===== src/rtl/tlb_refill_walker.sv =====
// TLB refill engine: flushes every TLB entry after reset, then services misses by
// reading an EntryLo pair from a linear page table and writing a full entry at a round-robin index.
package tlb_refill_walker_pkg;
   typedef enum logic [1:0] {
      MMU_CMD_NONE      = 2'd0,
      MMU_CMD_WRITE_REG = 2'd1,
      MMU_CMD_WRITE_TLB = 2'd2,
      MMU_CMD_READ_TLB  = 2'd3
   } MMU_CMD_T;

   typedef enum logic [2:0] {
      MMU_REG_INDEX    = 3'd0,
      MMU_REG_ENTRYHI  = 3'd1,
      MMU_REG_PAGEMASK = 3'd2,
      MMU_REG_ENTRYLO0 = 3'd3,
      MMU_REG_ENTRYLO1 = 3'd4
   } MMU_REG_T;
endpackage

module tlb_refill_walker
   import tlb_refill_walker_pkg::*;
#(
   parameter int ENTRY_ADDR_WIDTH = 3
) (
   input  logic        clk,
   input  logic        res,
   input  logic        missValid,
   input  logic [31:0] missVAddr,
   input  logic [7:0]  missAsid,
   input  logic [31:0] ptBase,
   output logic        busy,
   output logic        refillDone,
   output logic        mem_req,
   output logic [31:0] mem_addr,
   input  logic        mem_ready,
   input  logic [31:0] mem_data,
   output MMU_CMD_T    mmu_cmd,
   output MMU_REG_T    mmu_reg,
   output logic [31:0] mmu_dataIn
);

   localparam int W = ENTRY_ADDR_WIDTH;

   localparam logic [3:0] S_FLUSH_HI   = 4'd0;
   localparam logic [3:0] S_FLUSH_MASK = 4'd1;
   localparam logic [3:0] S_FLUSH_LO0  = 4'd2;
   localparam logic [3:0] S_FLUSH_LO1  = 4'd3;
   localparam logic [3:0] S_FLUSH_IDX  = 4'd4;
   localparam logic [3:0] S_FLUSH_WR   = 4'd5;
   localparam logic [3:0] S_IDLE       = 4'd6;
   localparam logic [3:0] S_RD_LO0     = 4'd7;
   localparam logic [3:0] S_RD_LO1     = 4'd8;
   localparam logic [3:0] S_W_IDX      = 4'd9;
   localparam logic [3:0] S_W_HI       = 4'd10;
   localparam logic [3:0] S_W_MASK     = 4'd11;
   localparam logic [3:0] S_W_LO0      = 4'd12;
   localparam logic [3:0] S_W_LO1      = 4'd13;
   localparam logic [3:0] S_W_TLB      = 4'd14;
   localparam logic [3:0] S_DONE       = 4'd15;

   logic [3:0]   state_q,     state_d;
   logic [W-1:0] flush_cnt_q, flush_cnt_d;
   logic [W-1:0] repl_idx_q,  repl_idx_d;
   logic [18:0]  vpn_q,       vpn_d;
   logic [7:0]   asid_q,      asid_d;
   logic [31:0]  pte_q,       pte_d;
   logic [31:0]  lo0_q,       lo0_d;
   logic [31:0]  lo1_q,       lo1_d;

   // Page offset bits never reach the TLB; only the VPN pair number matters.
   logic unused_vaddr_lo;
   assign unused_vaddr_lo = ^missVAddr[12:0];

   always_comb begin
      state_d     = state_q;
      flush_cnt_d = flush_cnt_q;
      repl_idx_d  = repl_idx_q;
      vpn_d       = vpn_q;
      asid_d      = asid_q;
      pte_d       = pte_q;
      lo0_d       = lo0_q;
      lo1_d       = lo1_q;
      case (state_q)
         S_FLUSH_HI:   state_d = S_FLUSH_MASK;
         S_FLUSH_MASK: state_d = S_FLUSH_LO0;
         S_FLUSH_LO0:  state_d = S_FLUSH_LO1;
         S_FLUSH_LO1:  state_d = S_FLUSH_IDX;
         S_FLUSH_IDX:  state_d = S_FLUSH_WR;
         S_FLUSH_WR: begin
            flush_cnt_d = flush_cnt_q + W'(1);
            state_d     = (flush_cnt_q == '1) ? S_IDLE : S_FLUSH_IDX;
         end
         S_IDLE: begin
            if (missValid) begin
               vpn_d   = missVAddr[31:13];
               asid_d  = missAsid;
               pte_d   = ptBase + {10'd0, missVAddr[31:13], 3'b000};
               state_d = S_RD_LO0;
            end
         end
         S_RD_LO0: begin
            if (mem_ready) begin
               lo0_d   = mem_data;
               state_d = S_RD_LO1;
            end
         end
         S_RD_LO1: begin
            if (mem_ready) begin
               lo1_d   = mem_data;
               state_d = S_W_IDX;
            end
         end
         S_W_IDX:  state_d = S_W_HI;
         S_W_HI:   state_d = S_W_MASK;
         S_W_MASK: state_d = S_W_LO0;
         S_W_LO0:  state_d = S_W_LO1;
         S_W_LO1:  state_d = S_W_TLB;
         S_W_TLB: begin
            repl_idx_d = repl_idx_q + W'(1);
            state_d    = S_DONE;
         end
         S_DONE:   state_d = S_IDLE;
         default:  state_d = S_FLUSH_HI;
      endcase
   end

   always_ff @(posedge clk or posedge res) begin
      if (res) begin
         state_q     <= S_FLUSH_HI;
         flush_cnt_q <= '0;
         repl_idx_q  <= '0;
         vpn_q       <= '0;
         asid_q      <= '0;
         pte_q       <= '0;
         lo0_q       <= '0;
         lo1_q       <= '0;
      end else begin
         state_q     <= state_d;
         flush_cnt_q <= flush_cnt_d;
         repl_idx_q  <= repl_idx_d;
         vpn_q       <= vpn_d;
         asid_q      <= asid_d;
         pte_q       <= pte_d;
         lo0_q       <= lo0_d;
         lo1_q       <= lo1_d;
      end
   end

   always_comb begin
      busy       = (state_q != S_IDLE);
      refillDone = (state_q == S_DONE);
      mem_req    = (state_q == S_RD_LO0) || (state_q == S_RD_LO1);
      mem_addr   = '0;
      mmu_cmd    = MMU_CMD_WRITE_REG;
      mmu_reg    = MMU_REG_INDEX;
      mmu_dataIn = '0;
      case (state_q)
         S_FLUSH_HI:   mmu_reg = MMU_REG_ENTRYHI;
         S_FLUSH_MASK: mmu_reg = MMU_REG_PAGEMASK;
         S_FLUSH_LO0:  mmu_reg = MMU_REG_ENTRYLO0;
         S_FLUSH_LO1:  mmu_reg = MMU_REG_ENTRYLO1;
         S_FLUSH_IDX:  mmu_dataIn = 32'(flush_cnt_q);
         S_FLUSH_WR:   mmu_cmd = MMU_CMD_WRITE_TLB;
         S_RD_LO0: begin
            mmu_cmd  = MMU_CMD_NONE;
            mem_addr = pte_q;
         end
         S_RD_LO1: begin
            mmu_cmd  = MMU_CMD_NONE;
            mem_addr = pte_q + 32'd4;
         end
         S_W_IDX:  mmu_dataIn = 32'(repl_idx_q);
         S_W_HI: begin
            mmu_reg    = MMU_REG_ENTRYHI;
            mmu_dataIn = {vpn_q, 5'd0, asid_q};
         end
         S_W_MASK: mmu_reg = MMU_REG_PAGEMASK;
         S_W_LO0: begin
            mmu_reg    = MMU_REG_ENTRYLO0;
            mmu_dataIn = lo0_q;
         end
         S_W_LO1: begin
            mmu_reg    = MMU_REG_ENTRYLO1;
            mmu_dataIn = lo1_q;
         end
         S_W_TLB:  mmu_cmd = MMU_CMD_WRITE_TLB;
         default:  mmu_cmd = MMU_CMD_NONE;
      endcase
      // The reset state is FLUSH_HI, but its register write must not reach the MMU until reset is released.
      if (res) begin
         mmu_cmd    = MMU_CMD_NONE;
         mmu_reg    = MMU_REG_INDEX;
         mmu_dataIn = '0;
      end
   end

endmodule


===== config.mk =====
export PLATFORM = sky130hd
export DESIGN_NAME = tlb_refill_walker
export DESIGN_NICKNAME = d
export VERILOG_FILES = /design/src/rtl/tlb_refill_walker.sv
export SDC_FILE = /design/constraint.sdc
export NUM_CORES = 1
export LEC_CHECK = 0
export BUFFER_PORTS_ARGS = -buffer_cell sky130_fd_sc_hd__buf_2
export CAP_MARGIN = 20
export CORE_ASPECT_RATIO = 1.4
export CORE_UTILIZATION = 59
export DETAILED_ROUTE_END_ITERATION = 8
export GPL_ROUTABILITY_DRIVEN = 0
export PLACE_DENSITY = 0.85
export SLEW_MARGIN = 15
export SYNTH_ARGS = -nofsm -noshare
export SYNTH_HDL_FRONTEND = slang
export SYNTH_SLANG_ARGS = --single-unit

===== constraint.sdc =====
create_clock -name clk -period 12.2 [get_ports clk]
set_input_delay 2.44 -clock clk [delete_from_list [all_inputs] [get_ports clk]]
set_output_delay 2.44 -clock clk [all_outputs]
set_load 0.02 [all_outputs]

# Word-level counts from Yosys, hierarchy flattened
# Index checks and enable logic that the tools add are counted.
[op_classes]
reduce_logical = 12
muxes = 12
n_eq_ne = 20
add_sub_neg = 4
[op_table]
columns = ["cell", "n"]
rows = [
  ["32-bit one-hot mux with 5 select lines", 1],
  ["32-bit one-hot mux with 2 select lines", 1],
  ["4-bit one-hot mux with 16 select lines", 1],
  ["32-bit by 22-bit adder with 32-bit output", 1],
  ["32-bit by 3-bit adder with 32-bit output, second input constant", 1],
  ["4-bit == test, second input constant", 8],
  ["32-bit 2-to-1 mux", 1],
  ["4-bit by 3-bit == test with 1-bit output, second input constant", 4],
  ["4-bit 2-to-1 mux", 3],
  ["3-bit one-hot mux with 4 select lines", 1],
  ["10-bit OR reduction", 1],
  ["2-bit OR reduction", 5],
  ["4-bit by 2-bit == test with 1-bit output, second input constant", 2],
  ["3-bit by 1-bit adder with 3-bit output, second input constant", 2],
  ["2-bit != test, second input constant", 3],
  ["2-bit AND reduction", 3],
  ["4-bit by 1-bit == test with 1-bit output, second input constant", 1],
  ["4-bit logical NOT", 1],
  ["2-bit 2-to-1 mux", 2],
  ["4-bit by 3-bit != test with 1-bit output, second input constant", 1],
  ["2-bit one-hot mux with 2 select lines", 1],
  ["3-bit == test, second input constant", 1],
  ["3-bit 2-to-1 mux", 1],
  ["3-bit AND reduction", 1],
  ["1-bit logical OR", 1],
]
[totals]
reg_bits = 133
input_bits = 108
output_inout_bits = 72
word_cells = 56

# Depth between registers and ports, before layout
[logic_depth]
word_depth = 4
depth_mapped = 9
mapped_depth_nobuf = 9

# Worst setup path after synthesis
# Ideal clock, no wire load.
[synth_path]
kind = "input to output"
startpoint = "input port res"
endpoint = "output port mmu_dataIn[10]"
setup_slack_ns = 3.286
arrival_ns = 6.474
n_path_buf = 1
cell_stages = 4
t_required_ns = 9.760
cell_sequence = "inv_1 -> o211ai_1 -> clkbuf_1 -> nor2_1"
[synth_between]
elab_chain_cells = 1
[synth_rtl]
columns = ["item", "line_no", "rtl"]
rows = [
  ["from (decl)", "26", "input logic res,"],
  ["32-bit 2-to-1 mux", "190", "if (res) begin"],
  ["to (decl)", "39", "output logic [31:0] mmu_dataIn"],
]
# Every way passes these cells.

# Final worst setup path
[layout_path]
startpoint = "input port res"
endpoint = "output port mmu_dataIn[17]"
# The elaborated chain is that of the path after synthesis.

==> summary.md <==
| Metric | Value |
|---|---|
| Critical path startpoint category | `input port` |
| IO Count | `180` |
| Setup repair bufs after CTS | `0` |
| Largest family of logic cells by synthesized area | `simple AND/OR/NAND/NOR gates` |
| Drt wl/cell | `17.6 um` |
| Post_cts resized | `0` |
| Max-Cap Viols | `0` |
| Post-synth top flop | `dfrtp_1` |
| Num CTS Buffers | `17` |
| Arrival @ worst endpoint | `3.97 ns` |
| Synth Area in Simple Gates | `18.8%` |
| Final hold slack | `0.469 ns` |
| GRT Util Overall | `30.0%` |
| Power Density | `220 nW/um^2` |
| Hold Vio Cnt, Final | `0` |
| Crit. End Element | `output port` |
| Cells along the critical path | `buf_2, inv_6, o211ai_1, buf_4, nor2_1, buf_2` |
| Syn Inst Count | `842` |
| Syn Area/Cell | `9.13 um^2` |
| CP bufs+invs | `4` |
| Vias | `7131` |
| Switching power share of the total | `37.1%` |
| Syn Nets | `974` |
| Clock Power Share | `26.4%` |
| Crit-path slowest cell | `inv_6` |
| Clock net sink count | `133` |
| DRC | `9` |
| Initial antenna violation count | `1` |
| CTS tree | `done` |
| Clock transition at path regs | `0.06 ns` |
| Multiplexer share of the synthesized area | `10.6%` |
| Vias per cell | `6.20` |
| Layout area overhead | `20.1%` |
| Maximum vdd drop | `0.000159 V` |
| Worst skew pair latency | `0.41 ns` |
| Core Region | `12800 um^2` |
| Violated checks | `DRC` |
| Crit path time final | `6.41 ns` |
| Synth unique cells | `60` |
| Post-Route Skew | `0.00633 ns` |
| Vias in the first global route | `6603` |
| First-pass iteration count of the detailed router | `9` |
| Synth warn | `0` |
| Synth Area in Compound Gates | `17.4%` |
| Longest Clk Path Bufs | `2` |
| Max Fanout on Critical Path | `80` |
| Crit-path max cell delay | `0.50 ns` |
| Fmax | `156 MHz` |
| Filler instances | `983` |
| Die ar. | `13500 um^2` |
| Seq/Total Area, Yosys | `43.3%` |
| Die Height | `137 um` |
| Synth Area in Adders | `4.00%` |
| Detailed Place HPWL | `13800 um` |
| Largest net degree at the start of global routing | `81` |
| Synth Area in XOR/XNOR | `3.08%` |
| Starting Density | `60.3%` |
| Reg area | `3330 um^2` |
| Die W | `98.5 um` |
| Post-Syn Area | `7690 um^2` |
| CP required | `9.76 ns` |
| Multi-input logic area | `4160 um^2` |
| CTS Root Cell | `clkbuf_16` |
| Number of I/O port buffers | `166` |
| Initial DRC Count | `584` |
| Layout cells sized above 1 | `29.5%` |
| Unrepaired setup endpoints after global routing | `no` |
| Share of flip-flops with an asynchronous set or reset | `100%` |
| Yosys reg bits | `133` |
| Period utilization | `52.5%` |
| CTS H-Tree Depth | `4` |
| Crit Path Class | `input port to output port` |
| First-pass GRT wire length | `31700 um` |
| Worst Tran Pin Value | `1.00 ns` |
| Top Family by Delay on Critical Path | `buffers and inverters` |
| Total Neg Setup Slack | `0 ns` |
| Post-synth EDFFs | `0` |
| Final setup vio count | `0` |
| Max-slew violation count | `0` |
| Antenna cell count | `0` |
| Status | `finished, violations left` |
| GRT Residual Overflow | `0` |
| Sequential share of power | `40.9%` |
| Final net count | `1117` |
| Combinational fraction of design power | `32.7%` |
| DRT antenna net count | `0` |
| Hold WC Path Type | `flop to flop` |
| Num rows | `49` |
| Switching power | `0.755 mW` |
| Most used cell, CP | `buf_2` |
| Routed Wire Length | `20200 um` |
| Internal power | `1.28 mW` |
| Hold_buf cts | `0` |
| Slew headroom | `33.1%` |
| Leak | `4.46 nW` |
tightest hold or removal path, stage by stage, from the launching register on:
cell	delay (ns)
dfrtp_1	0.34
nand2_1	0.05
nand2_1	0.05
logic make-up after synthesis:
family	after synthesis
AOI/OAI and AO/OA	206
xor gates and xnor gates	27
adders and majority gates	24
buffers and inverters	57
DFF	133
muxes	73
and+or+nand+nor	322
cells in the final DEF, fill, tap and decap left out, drive strengths merged, types with 4 or more instances in the layout:
cell | synthesis | routed
dfrtp | 133 | 133
ha | 23 | 23
a222oi | 26 | 26
mux2i | 4 | 4
clkinv | 1 | 8
and4 | 4 | 4
bufinv | 0 | 4
nand2 | 169 | 169
xor2 | 15 | 15
a21o | 7 | 7
nor2 | 67 | 67
nand3 | 21 | 21
and2 | 4 | 4
mux2 | 69 | 69
a22oi | 5 | 5
a21oi | 28 | 28
and3 | 11 | 11
nor2b | 5 | 5
clkbuf | 42 | 19
xnor2 | 12 | 12
nand4 | 18 | 18
inv | 4 | 4
o31ai | 6 | 6
o211ai | 7 | 7
nor3 | 9 | 9
a31oi | 14 | 14
buf | 10 | 176
o21ai | 89 | 89
synthesized netlist by cell type (2+ instances only):
cell / instances / area share, %
a211oi_1: 2 / 0.20
a21o_1: 7 / 0.68
a21oi_1: 28 / 1.8
a221o_1: 3 / 0.39
a222oi_1: 26 / 3.4
a22o_1: 3 / 0.34
a22oi_1: 5 / 0.49
a31oi_1: 13 / 1.1
and2_1: 4 / 0.33
and3_1: 11 / 0.89
and4_1: 3 / 0.34
buf_1: 6 / 0.29
buf_2: 4 / 0.26
clkbuf_1: 42 / 2.1
dfrtp_1: 133 / 43
ha_1: 23 / 3.7
inv_1: 4 / 0.20
mux2_2: 69 / 10
mux2i_1: 4 / 0.52
nand2_1: 169 / 8.2
nand2b_1: 3 / 0.24
nand3_1: 21 / 1.4
nand4_1: 17 / 1.4
nor2_1: 65 / 3.2
nor2b_1: 5 / 0.41
nor3_1: 8 / 0.52
nor4_1: 2 / 0.16
o211ai_1: 7 / 0.68
o21a_1: 3 / 0.29
o21ai_0: 83 / 5.4
o21ai_1: 6 / 0.39
o21bai_1: 3 / 0.29
o31ai_1: 5 / 0.49
or3_1: 3 / 0.24
or4_1: 2 / 0.20
xnor2_1: 12 / 1.4
xor2_1: 15 / 1.7
metrics by stage:
step	cell area, um^2	utilization [%]	instances	setup slack [ns]	total power, mW
2_1_floorplan	7690	-	842	3.29	1.28
3_3_place_gp	8600	67.5	1118	5.87	1.45
3_5_place_dp	8600	67.5	1118	5.77	1.48
4_1_cts	9230	72.4	1150	5.74	2.03
5_1_grt	9240	72.4	1151	5.63	2.15
6_report	9240	72.4	1151	5.79	2.04
registers in the layout, summed over array words and instances (netlist names):
name	count
lo1_q	32
flush_cnt_q	3
repl_idx_q	3
asid_q	8
vpn_q	19
state_q	4
lo0_q	32
pte_q	32
power by group through the flow:
stage / Clock (mW) / Sequential (mW) / Combinational, mW
4_1_cts: 0.541 / 0.825 / 0.663
2_1_floorplan: 0 / 0.752 / 0.531
3_3_place_gp: 0 / 0.817 / 0.632
3_5_place_dp: 0 / 0.827 / 0.655
6_report: 0.537 / 0.833 / 0.665
5_1_grt: 0.561 / 0.858 / 0.734
metal layers:
metal | track usage, % | routed length, um | vias to the layer above
li1 | - | - | 3345
met1 | 35.9 | 7970 | 3459
met2 | 52.9 | 10500 | 283
met3 | 5.77 | 1250 | 44
met4 | 12.6 | 499 | 0
met5 | 0 | 0 | -
area by class of cell:
class	instances	area share, %
clock inverters	13	1.96
multi-input cells	652	45.0
clock buffers	19	4.79
well taps	153	2.07
repair buffers	176	9.85
flip-flops and latches	133	36.0
inverters	5	0.257
worst paths after layout:
| path | cells past startpoint | to | slack [ns] | start |
|---|---|---|---|---|
| setup / recovery | 6 | mmu_dataIn[17] | 5.79 | res |
| max in group asynchronous | 3 | lo0_q[19]$_DFFE_PP0P_ | 8.85 | res |
| min in group asynchronous | 2 | lo1_q[7]$_DFFE_PP0P_ | 2.18 | res |
| setup reg to reg | 6 | pte_q[28]$_DFFE_PP0P_ | 9.08 | state_q[2]$_DFFE_PP0P_ |
| hold / removal | 2 | pte_q[0]$_DFFE_PP0P_ | 0.47 | pte_q[0]$_DFFE_PP0P_ |
| hold reg to reg | 2 | pte_q[0]$_DFFE_PP0P_ | 0.47 | pte_q[0]$_DFFE_PP0P_ |
Note: power is estimated with default switching activity, not from simulation.
